### config.mk
export PLATFORM = sky130hd
export DESIGN_NAME = contagem_regressiva_flat
export DESIGN_NICKNAME = d
export VERILOG_FILES = /design/src/rtl/contagem_regressiva_if.sv /design/src/rtl/contagem_regressiva.sv /design/src/flat_wrapper.sv
export SDC_FILE = /design/constraint.sdc
export NUM_CORES = 1
export LEC_CHECK = 0
export CAP_MARGIN = 10
export CORE_MARGIN = 4
export CORE_UTILIZATION = 40
export CTS_BUF_LIST = sky130_fd_sc_hd__clkbuf_4 sky130_fd_sc_hd__clkbuf_8
export CTS_CLUSTER_DIAMETER = 40
export DETAILED_ROUTE_END_ITERATION = 6
export GPL_ROUTABILITY_DRIVEN = 0
export PLACE_DENSITY = 0.58
export SETUP_SLACK_MARGIN = 0.2
export SYNTH_ARGS = -nofsm -noshare
export SYNTH_HDL_FRONTEND = slang
export SYNTH_SLANG_ARGS = --single-unit
### constraint.sdc
create_clock -name CLOCK -period 4.18 [get_ports CLOCK]
set_input_delay 0.627 -clock CLOCK [delete_from_list [all_inputs] [get_ports CLOCK]]
set_output_delay 0.627 -clock CLOCK [all_outputs]
set_load 0.03 [all_outputs]
### src/rtl/contagem_regressiva_if.sv
// Control and display bundle of the countdown timer.
// The master side is the controller; the slave side is the timer.
interface contagem_regressiva_if;
  logic [15:0] TEMPO_INICIAL;
  logic        CARREGAR;
  logic        INICIAR;
  logic        PAUSAR;
  logic        DESARMAR;
  logic [15:0] TEMPO_BCD;
  logic        TEMPO_ACABOU;
  logic        CONTANDO;
  logic        DESARMADO;

  modport master (
    output TEMPO_INICIAL, CARREGAR, INICIAR, PAUSAR, DESARMAR,
    input  TEMPO_BCD, TEMPO_ACABOU, CONTANDO, DESARMADO
  );

  modport slave (
    input  TEMPO_INICIAL, CARREGAR, INICIAR, PAUSAR, DESARMAR,
    output TEMPO_BCD, TEMPO_ACABOU, CONTANDO, DESARMADO
  );
endinterface

### src/rtl/contagem_regressiva.sv
// Bomb countdown timer: MM:SS kept in BCD, decremented once per TICKS_PER_SEC cycles.
// The bomb can be defused while counting; expiry raises TEMPO_ACABOU.
module contagem_regressiva #(
  parameter int unsigned TICKS_PER_SEC = 50_000_000
) (
  input logic                    CLOCK,
  input logic                    RESET_N,
  contagem_regressiva_if.slave   io
);

  localparam int unsigned PW = (TICKS_PER_SEC > 2) ? $clog2(TICKS_PER_SEC) : 1;
  localparam logic [PW-1:0] PMAX = PW'(TICKS_PER_SEC - 1);

  typedef enum logic [2:0] {
    ST_OCIOSO,
    ST_ARMADO,
    ST_CONTANDO,
    ST_EXPLODIDO,
    ST_DESARMADO
  } estado_t;

  estado_t       state_q, state_d;
  logic [PW-1:0] presc_q, presc_d;
  logic [15:0]   tempo_q, tempo_d;
  logic          acabou_q, contando_q, desarmado_q;
  logic [15:0]   carga_c, decr_c;

  // Clamp each digit to the largest value legal in its position.
  function automatic logic [15:0] sanitize(input logic [15:0] v);
    logic [3:0] mt, mu, st, su;
    mt = (v[15:12] > 4'd9) ? 4'd9 : v[15:12];
    mu = (v[11:8]  > 4'd9) ? 4'd9 : v[11:8];
    st = (v[7:4]   > 4'd5) ? 4'd5 : v[7:4];
    su = (v[3:0]   > 4'd9) ? 4'd9 : v[3:0];
    return {mt, mu, st, su};
  endfunction

  // One-second decrement with BCD borrow through the MM:SS digits.
  function automatic logic [15:0] dec_bcd(input logic [15:0] v);
    logic [3:0] mt, mu, st, su;
    {mt, mu, st, su} = v;
    if (su != 4'd0) begin
      su = su - 4'd1;
    end else begin
      su = 4'd9;
      if (st != 4'd0) begin
        st = st - 4'd1;
      end else begin
        st = 4'd5;
        if (mu != 4'd0) begin
          mu = mu - 4'd1;
        end else begin
          mu = 4'd9;
          mt = mt - 4'd1;
        end
      end
    end
    return {mt, mu, st, su};
  endfunction

  assign carga_c = sanitize(io.TEMPO_INICIAL);
  assign decr_c  = dec_bcd(tempo_q);

  always_ff @(posedge CLOCK or negedge RESET_N) begin
    if (!RESET_N) begin
      state_q     <= ST_OCIOSO;
      presc_q     <= '0;
      tempo_q     <= 16'h0000;
      acabou_q    <= 1'b0;
      contando_q  <= 1'b0;
      desarmado_q <= 1'b0;
    end else begin
      state_q     <= state_d;
      presc_q     <= presc_d;
      tempo_q     <= tempo_d;
      acabou_q    <= (state_d == ST_EXPLODIDO);
      contando_q  <= (state_d == ST_CONTANDO);
      desarmado_q <= (state_d == ST_DESARMADO);
    end
  end

  always_comb begin
    state_d = state_q;
    presc_d = presc_q;
    tempo_d = tempo_q;
    unique case (state_q)
      ST_OCIOSO, ST_ARMADO: begin
        if (io.CARREGAR) begin
          tempo_d = carga_c;
          state_d = (carga_c != 16'h0000) ? ST_ARMADO : ST_OCIOSO;
        end else if (state_q == ST_ARMADO && io.INICIAR) begin
          state_d = ST_CONTANDO;
          presc_d = '0;
        end
      end
      ST_CONTANDO: begin
        // Defusing wins over a coincident final tick.
        if (io.DESARMAR) begin
          state_d = ST_DESARMADO;
        end else if (!io.PAUSAR) begin
          if (presc_q == PMAX) begin
            presc_d = '0;
            tempo_d = decr_c;
            if (decr_c == 16'h0000) state_d = ST_EXPLODIDO;
          end else begin
            presc_d = presc_q + PW'(1);
          end
        end
      end
      ST_EXPLODIDO: tempo_d = 16'h0000;
      ST_DESARMADO: ;
      default: state_d = ST_OCIOSO;
    endcase
  end

  assign io.TEMPO_BCD    = tempo_q;
  assign io.TEMPO_ACABOU = acabou_q;
  assign io.CONTANDO     = contando_q;
  assign io.DESARMADO    = desarmado_q;

endmodule

### src/flat_wrapper.sv
// flat-port wrapper written by rule: the top's interface ports become plain ports
module contagem_regressiva_flat 
#(
  parameter int unsigned TICKS_PER_SEC = 50_000_000
)
  (CLOCK, RESET_N, io_TEMPO_INICIAL, io_CARREGAR, io_INICIAR, io_PAUSAR, io_DESARMAR, io_TEMPO_BCD, io_TEMPO_ACABOU, io_CONTANDO, io_DESARMADO);
  contagem_regressiva_if io_i ();
  input logic CLOCK;
  input logic RESET_N;
  input wire logic [$bits(io_i.TEMPO_INICIAL)-1:0] io_TEMPO_INICIAL;
  input wire logic [$bits(io_i.CARREGAR)-1:0] io_CARREGAR;
  input wire logic [$bits(io_i.INICIAR)-1:0] io_INICIAR;
  input wire logic [$bits(io_i.PAUSAR)-1:0] io_PAUSAR;
  input wire logic [$bits(io_i.DESARMAR)-1:0] io_DESARMAR;
  output wire logic [$bits(io_i.TEMPO_BCD)-1:0] io_TEMPO_BCD;
  output wire logic [$bits(io_i.TEMPO_ACABOU)-1:0] io_TEMPO_ACABOU;
  output wire logic [$bits(io_i.CONTANDO)-1:0] io_CONTANDO;
  output wire logic [$bits(io_i.DESARMADO)-1:0] io_DESARMADO;
  assign io_i.TEMPO_INICIAL = io_TEMPO_INICIAL;
  assign io_i.CARREGAR = io_CARREGAR;
  assign io_i.INICIAR = io_INICIAR;
  assign io_i.PAUSAR = io_PAUSAR;
  assign io_i.DESARMAR = io_DESARMAR;
  assign io_TEMPO_BCD = io_i.TEMPO_BCD;
  assign io_TEMPO_ACABOU = io_i.TEMPO_ACABOU;
  assign io_CONTANDO = io_i.CONTANDO;
  assign io_DESARMADO = io_i.DESARMADO;
  contagem_regressiva #(.TICKS_PER_SEC(TICKS_PER_SEC)) u_core (.CLOCK(CLOCK), .RESET_N(RESET_N), .io(io_i));
endmodule
==> results of run 1 <==
path summary, 6_finish.rpt:
kind | from | endpoint | slack [ns] | cells past startpoint
worst min register to register | u_core.presc_q[14] | u_core.presc_q[14] | 0.50 | 1
worst min-delay path | RESET_N | u_core.io.TEMPO_ACABOU | 0.23 | 1
min in group CLOCK | u_core.presc_q[14] | u_core.presc_q[14] | 0.50 | 1
worst max-delay path | io_DESARMAR | u_core.io.TEMPO_BCD[3] | 1.19 | 6
worst max register to register | u_core.io.TEMPO_BCD[0] | u_core.io.CONTANDO | 1.46 | 7
max in group asynchronous | RESET_N | u_core.presc_q[10] | 3.18 | 2
Yosys cell counts (7+ instances only):
cell type	number	share of area, %
a21o_1	7	1.7
a21oi_1	28	4.4
and3_1	10	2.0
clkbuf_1	12	1.4
dfrtp_1	48	38
inv_1	12	1.4
mux2i_1	13	4.1
nand2_1	33	3.9
nand2b_1	8	1.6
nand3_1	17	2.7
nand4_1	13	2.6
nor2_1	39	4.6
nor4_1	12	2.4
o21ai_0	31	4.9
cell usage in the layout, fill, tap and decap left out, drive strengths merged, types with 5 or more instances in the layout:
cell type / Yosys / routed
a21o: 7 / 7
nand2b: 8 / 8
nand2: 33 / 33
o31ai: 6 / 6
a22o: 6 / 6
inv: 12 / 13
nor2b: 5 / 5
buf: 7 / 5
mux2: 5 / 5
o21ai: 31 / 31
mux2i: 13 / 13
nand4: 13 / 13
clkdlybuf4s50: 0 / 39
ha: 5 / 5
nor4b: 5 / 5
nor4: 13 / 13
a211oi: 5 / 5
clkbuf: 12 / 5
dfrtp: 48 / 48
and3: 10 / 10
nand3: 17 / 17
a21oi: 29 / 29
nor2: 40 / 40
power groups by stage:
stage                     Sequential (mW)  Combinational (mW)  Clock [mW]
final                               0.741                1.07       0.355
after global routing                0.761                1.16       0.388
after CTS                           0.738                1.07       0.368
after detailed placement            0.748                1.07           0
after global placement              0.746                1.06           0
after floorplan                     0.834               0.613           0
worst max-delay path, delay by kind of cell:
| kind | cells | cell delay [ns] |
|---|---|---|
| compound gates | 1 | 0.36 |
| buf+inv | 1 | 0.50 |
| mux | 1 | 0.38 |
| simple gates | 3 | 1.32 |
layout make-up:
| type | instances | area [um2] |
|---|---|---|
| Clock inverter | 3 | 46.3 |
| Fill cell | 758 | 3970 |
| Inverter | 12 | 45.0 |
| Sequential cell | 48 | 1200 |
| Tap cell | 102 | 128 |
| Clock buffer | 5 | 68.8 |
| Timing Repair Buffer | 44 | 425 |
| Multi-Input combinational cell | 298 | 1850 |
routing by layer:
metal | GRT usage, % | wire, um
met1 | 24.0 | 4050
met4 | 6.37 | 185
met2 | 29.9 | 3950
met5 | 0 | 0
met3 | 2.80 | 346
per-stage QoR:
stage               setup WS [ns]  instance area, um2  utilization [%]
floorplan                    1.77                3180                -
global placement             1.03                3640             47.2
detailed placement          0.873                3640             47.2
CTS                          1.19                3760             48.7
global route                0.995                3760             48.7
finish                       1.19                3760             48.7
flip-flops by register name, indices dropped and copies added (netlist names):
name                    count
u_core.io.DESARMADO         1
u_core.state_q              3
u_core.io.CONTANDO          1
u_core.io.TEMPO_BCD        16
u_core.presc_q             26
u_core.io.TEMPO_ACABOU      1
cells by family after synthesis:
family	synth area share [%]
XOR/XNOR	0.827
adder cells (fa/ha/maj)	1.97
buffers and inverters	4.21
AND/OR/NAND/NOR	28.6
AO/OA/AOI/OAI	20.7
flip-flops	37.8
multiplexers	5.87
==> impl_results.md, run 1 <==
- Number of I/O port buffers: 40
- # resized after CTS: 0
- Synth Warn #: 0
- Starting density of the core: between 40% and 50%
- Switch Pwr: just under 1 mW
- Post-synth top flop: dfrtp_1
- Hold WS: ~0.23 ns
- Placed cells: approximately 500
- Yosys reg bits: 48
- Endpoints failing setup: 0
- Layout overhead on the synthesized area: 18.4%
- Total Die Area: about 9400 um2
- Peak VDD IR: about 170 uV
- Design internal power: 1.19 mW
- Core Area: about 7700 um2
- Worst skew pair latency: 0.31 ns
- Status: finished clean
- CTS tree: yes
- Register area share after synthesis: roughly 38%
- Hold Buf Count CTS: 0
- Die X: 97.1 um
- Cell Chain, Critical Path: clkdlybuf4s50_1, or4b_1, nor4_1, a21oi_1, nor2_2, mux2_2
- Antenna Diode Count: 0
- Mean area per synthesized cell: ~8.4 um2
- Fin. max-slew vios: 0
- Gate Count Post-Synth: 377
- Max Fclk: between 300 and 400 MHz
- Mapped Area: approximately 3200 um2
- CP Max Fanout: 11
- Synth async-reset ratio: between 90% and 100%
- Switching share of total power: 45.2%
- First-pass GRT wire length: between 10,000 and 15,000 um
- Via/cell ratio: 5.84
- CP endpoint kind: register
- Clock tree buffer depth: 2
- Overall Global Routing Usage: between 10% and 20%
- Post-CTS Setup Bufs: 0
- Pin count of the biggest net entering global routing: 34
- Drt wl/cell: around 17 um
- Clock Power Share: between 10% and 20%
- Detailed placement HPWL: between 6000 and 7000 um
- Critical-path cell with the highest stage delay: or4b_1
- Row count: 32
- Die H: 97.1 um
- HP Class: in -> async
- GRT Residual Overflow: 0
- I/O Pins: 41
- RSZ-0062 raised after global routing: false
- Number of remaining DRC errors: 0
- Finished Layout Cells: between 500 and 600
- Detailed Route WL: between 8000 and 9000 um
- Max incr delay on CP: 0.56 ns
- Vias in the first global route: around 2,900
- Cell Pwr Density: 576 nW/um2
- Clock Tree Root: clkbuf_8
- Syn Nets: ~400
- Setup tns final: 0 ns
- Setup CP Type: in -> reg
- Final ANT Viol Nets: 0
- DR vias: 2,988
- Clk_skew: around 0.013 ns
- Sink Count: between 40 and 50
- Leak: approximately 1.5 nW
- Net count, final: 436
- Post-synth EDFFs: 0
- Worst Tran Pin Value: just under 0.9 ns
- CTS Buf Count: 5
- Layout cells sized above 1: 7.07%
- Critical Path Start Type: primary input
- Initial DRC Count: 150
- Final worst path period share: a little under three quarters
- Min Tclk post-route: roughly 3.0 ns
- Synth cell types: 55
- Max-cap viol count: 0
- Slew Limit Headroom: a little over two fifths
- Sequential Power Share: about a third
- CP Data Arrival Time: 3.19 ns
- Pre-Repair DR Iteration Count: 4
- Initial antenna violation count: 0
- Comb power frac: between 40 and 50%
- Total power: ~2.2 mW
- WP data required: between 4 and 5 ns
- H-tree depth: 2
- CTS clk-pin slew, worst paths: about 0.09 ns
- Final Hold Viols: 0
(Power assumes the default switching activity.)
==> run 2, diff against run 1 <==
- clock period: 4.18 -> 3.1 ns (I/O delays scaled with it)
==> impl_results.md, run 2 (synthesis results as in run 1) <==
- Status: finished clean
- Most common cell after layout, fill and taps aside: dfrtp_1
- Die X: 97.1 um (unchanged)
- Final Hold Viols: 0 (unchanged)
- Cell Pwr Density: 759 nW/um2 (+32%)
- Cell Chain, Critical Path: clkdlybuf4s50_1, or4b_1, nor4_1, a21oi_1, nor2_2, mux2_2
- Leak: 1.54 nW (+2.6%)
- RSZ-0062 raised after global routing: false
- Detailed placement HPWL: 6340 um (+1.8%)
- I/O Pins: 41 (unchanged)
- CP Data Arrival Time: 2.84 ns (-0.35 ns)
- Bufs and invs on worst path: 1 (unchanged)
- # resized after CTS: 0 (unchanged)
- Highest-count cells in the layout ignoring fill and taps: 48 x dfrtp_1, 39 x nor2_1, 39 x clkdlybuf4s50_1
- Critical Path Start Type: primary input
- Clock Tree Root: clkbuf_8
- Final worst path period share: 85.7%
- Clock tree buffer depth: 2 (unchanged)
- Cell area after layout: 3800 um2 (+1.1%)
- Worst skew pair latency: 0.29 ns (-0.02 ns)
- Top reg by flops: u_core.presc_q
- Net count, final: 444 (+1.8%)
- Pre-Repair DR Iteration Count: 4 (unchanged)
- Clk_skew: 0.00601 ns (-0.00659 ns)
- WP data required: 3.28 ns (-1.10 ns)
- Max Fclk: roughly 380 MHz
- Hold Buf Count CTS: 0 (unchanged)
- Setup tns final: 0 ns (unchanged)
- Die H: 97.1 um (unchanged)
- Starting density of the core: 41.1% (unchanged)
- Crit path max-delay family: simple AND/OR/NAND/NOR gates
- Min Tclk post-route: around 2.7 ns
- Max-cap viol count: 0 (unchanged)
- Fin. max-slew vios: 0 (unchanged)
- Via/cell ratio: 5.73 (-1.8%)
- Number of I/O port buffers: 40 (unchanged)
- Worst Setup Slack, final: 0.442 ns (-0.750 ns)
- Peak VDD IR: 224 uV (+33%)
- Slew Limit Headroom: 38.4% (-3.3 points)
- H-tree depth: 2 (unchanged)
- Post-CTS Setup Bufs: 0 (unchanged)
- Detailed Route WL: 8650 um (+1.4%)
- Antenna Diode Count: 0 (unchanged)
- Row count: 32 (unchanged)
- Max incr delay on CP: 0.57 ns (about the same)
- CTS clk-pin slew, worst paths: 0.09 ns (about the same)
- Critical-path cell with the highest stage delay: or4b_1
- Vias in the first global route: 2,883 (-0.48%)
- Fillers: 777 (+2.5%)
- Max reg flops: 26 (unchanged)
- Layout cells sized above 1: 8.85% (+1.8 points)
- Worst Tran Pin Value: 0.923 ns (+0.0490 ns)
- CTS tree: yes
- CP endpoint kind: register
- Register Area: 1200 um2 (unchanged)
- Total Die Area: 9430 um2 (unchanged)
- Final ANT Viol Nets: 0 (unchanged)
- Initial DRC Count: 116 (-23%)
- Sink Count: 48 (unchanged)
- Number of remaining DRC errors: 0 (unchanged)
- Core Area: 7730 um2 (unchanged)
- Setup CP Type: in -> reg
- Overall Global Routing Usage: 18.5% (+0.39 points)
- Area after DPL: 3700 um2 (+1.6%)
- Post-Place Setup Slack: 0.180 ns (-0.693 ns)
- CP Max Fanout: 7 (-4)
- Drt wl/cell: 16.6 um (-0.17%)
- Footprint of the multi-input gates: 1850 um2 (unchanged)
- First-pass GRT wire length: 14,600 um (+2.4%)
- Initial antenna violation count: 0 (unchanged)
- Pin count of the biggest net entering global routing: 32 (-5.9%)
- HP Class: in -> async
- DR vias: 2,981 (-0.23%)
- GRT Residual Overflow: 0 (unchanged)
- CTS Buf Count: 5 (unchanged)
- Layout overhead on the synthesized area: 19.7%
- Endpoints failing setup: 0 (unchanged)
## run 2: changes by cell type in the layout (fill, tap and decap cells not counted)
cell        previous run  this run
buf_4                  4        12
bufinv_16              1         0
clkbuf_4               0         2
clkbuf_8               5         6
clkinvlp_4             1         0
inv_6                  1         0
## run 2: worst reg2reg max path, stage by stage, from the launching register on
cell     delay, ns
dfrtp_1       0.45
inv_1         0.12
ha_1          0.24
or4b_2        0.66
nor3b_1       0.36
mux2i_1       0.22
o21ai_0       0.08
mux2_2        0.26
## run 2: routing by layer
layer	vias up	wire length, um	GRT usage [%]
met4	0	116	4.21
met2	71	4170	30.7
li1	1480	-	-
met5	-	0	0
met3	10	380	2.94
met1	1420	3990	25.2
## run 2: per-stage QoR
step	cells	utilization (%)	hold WS, ns	power, mW
after floorplan	377	-	0.169	1.95
after global routing	520	49.2	0.291	3.10
after global placement	512	47.9	0.468	2.49
final	520	49.2	0.223	2.88
after detailed placement	512	47.9	0.478	2.49
after CTS	520	49.2	0.257	2.91
## run 2: layout make-up
type | count | area share [%]
Tap cell | 102 | 3.36
Clock buffer | 8 | 2.57
Sequential cell | 48 | 31.6
Multi-Input combinational cell | 298 | 48.5
Timing Repair Buffer | 52 | 12.8
Inverter | 12 | 1.18
## run 2: path summary, 6_finish.rpt
path                                             start                endpoint  slack (ns)  depth (start not counted)
worst max-delay path                       io_DESARMAR  u_core.io.TEMPO_BCD[9]        0.44                          6
worst min-delay path                           RESET_N  u_core.io.TEMPO_ACABOU        0.22                          1
worst max register to register  u_core.io.TEMPO_BCD[0]  u_core.io.TEMPO_BCD[9]        0.59                          7
worst min register to register       u_core.presc_q[6]       u_core.presc_q[6]        0.49                          1
max in group asynchronous                      RESET_N       u_core.presc_q[6]        2.24                          2
min in group CLOCK                   u_core.presc_q[6]       u_core.presc_q[6]        0.49                          1
## run 2: power breakdown
part / internal (mW) / total [mW] / switching, mW
logic: 0.627 / 1.48 / 0.856
clock network: 0.200 / 0.402 / 0.202
registers: 0.762 / 1.00 / 0.237
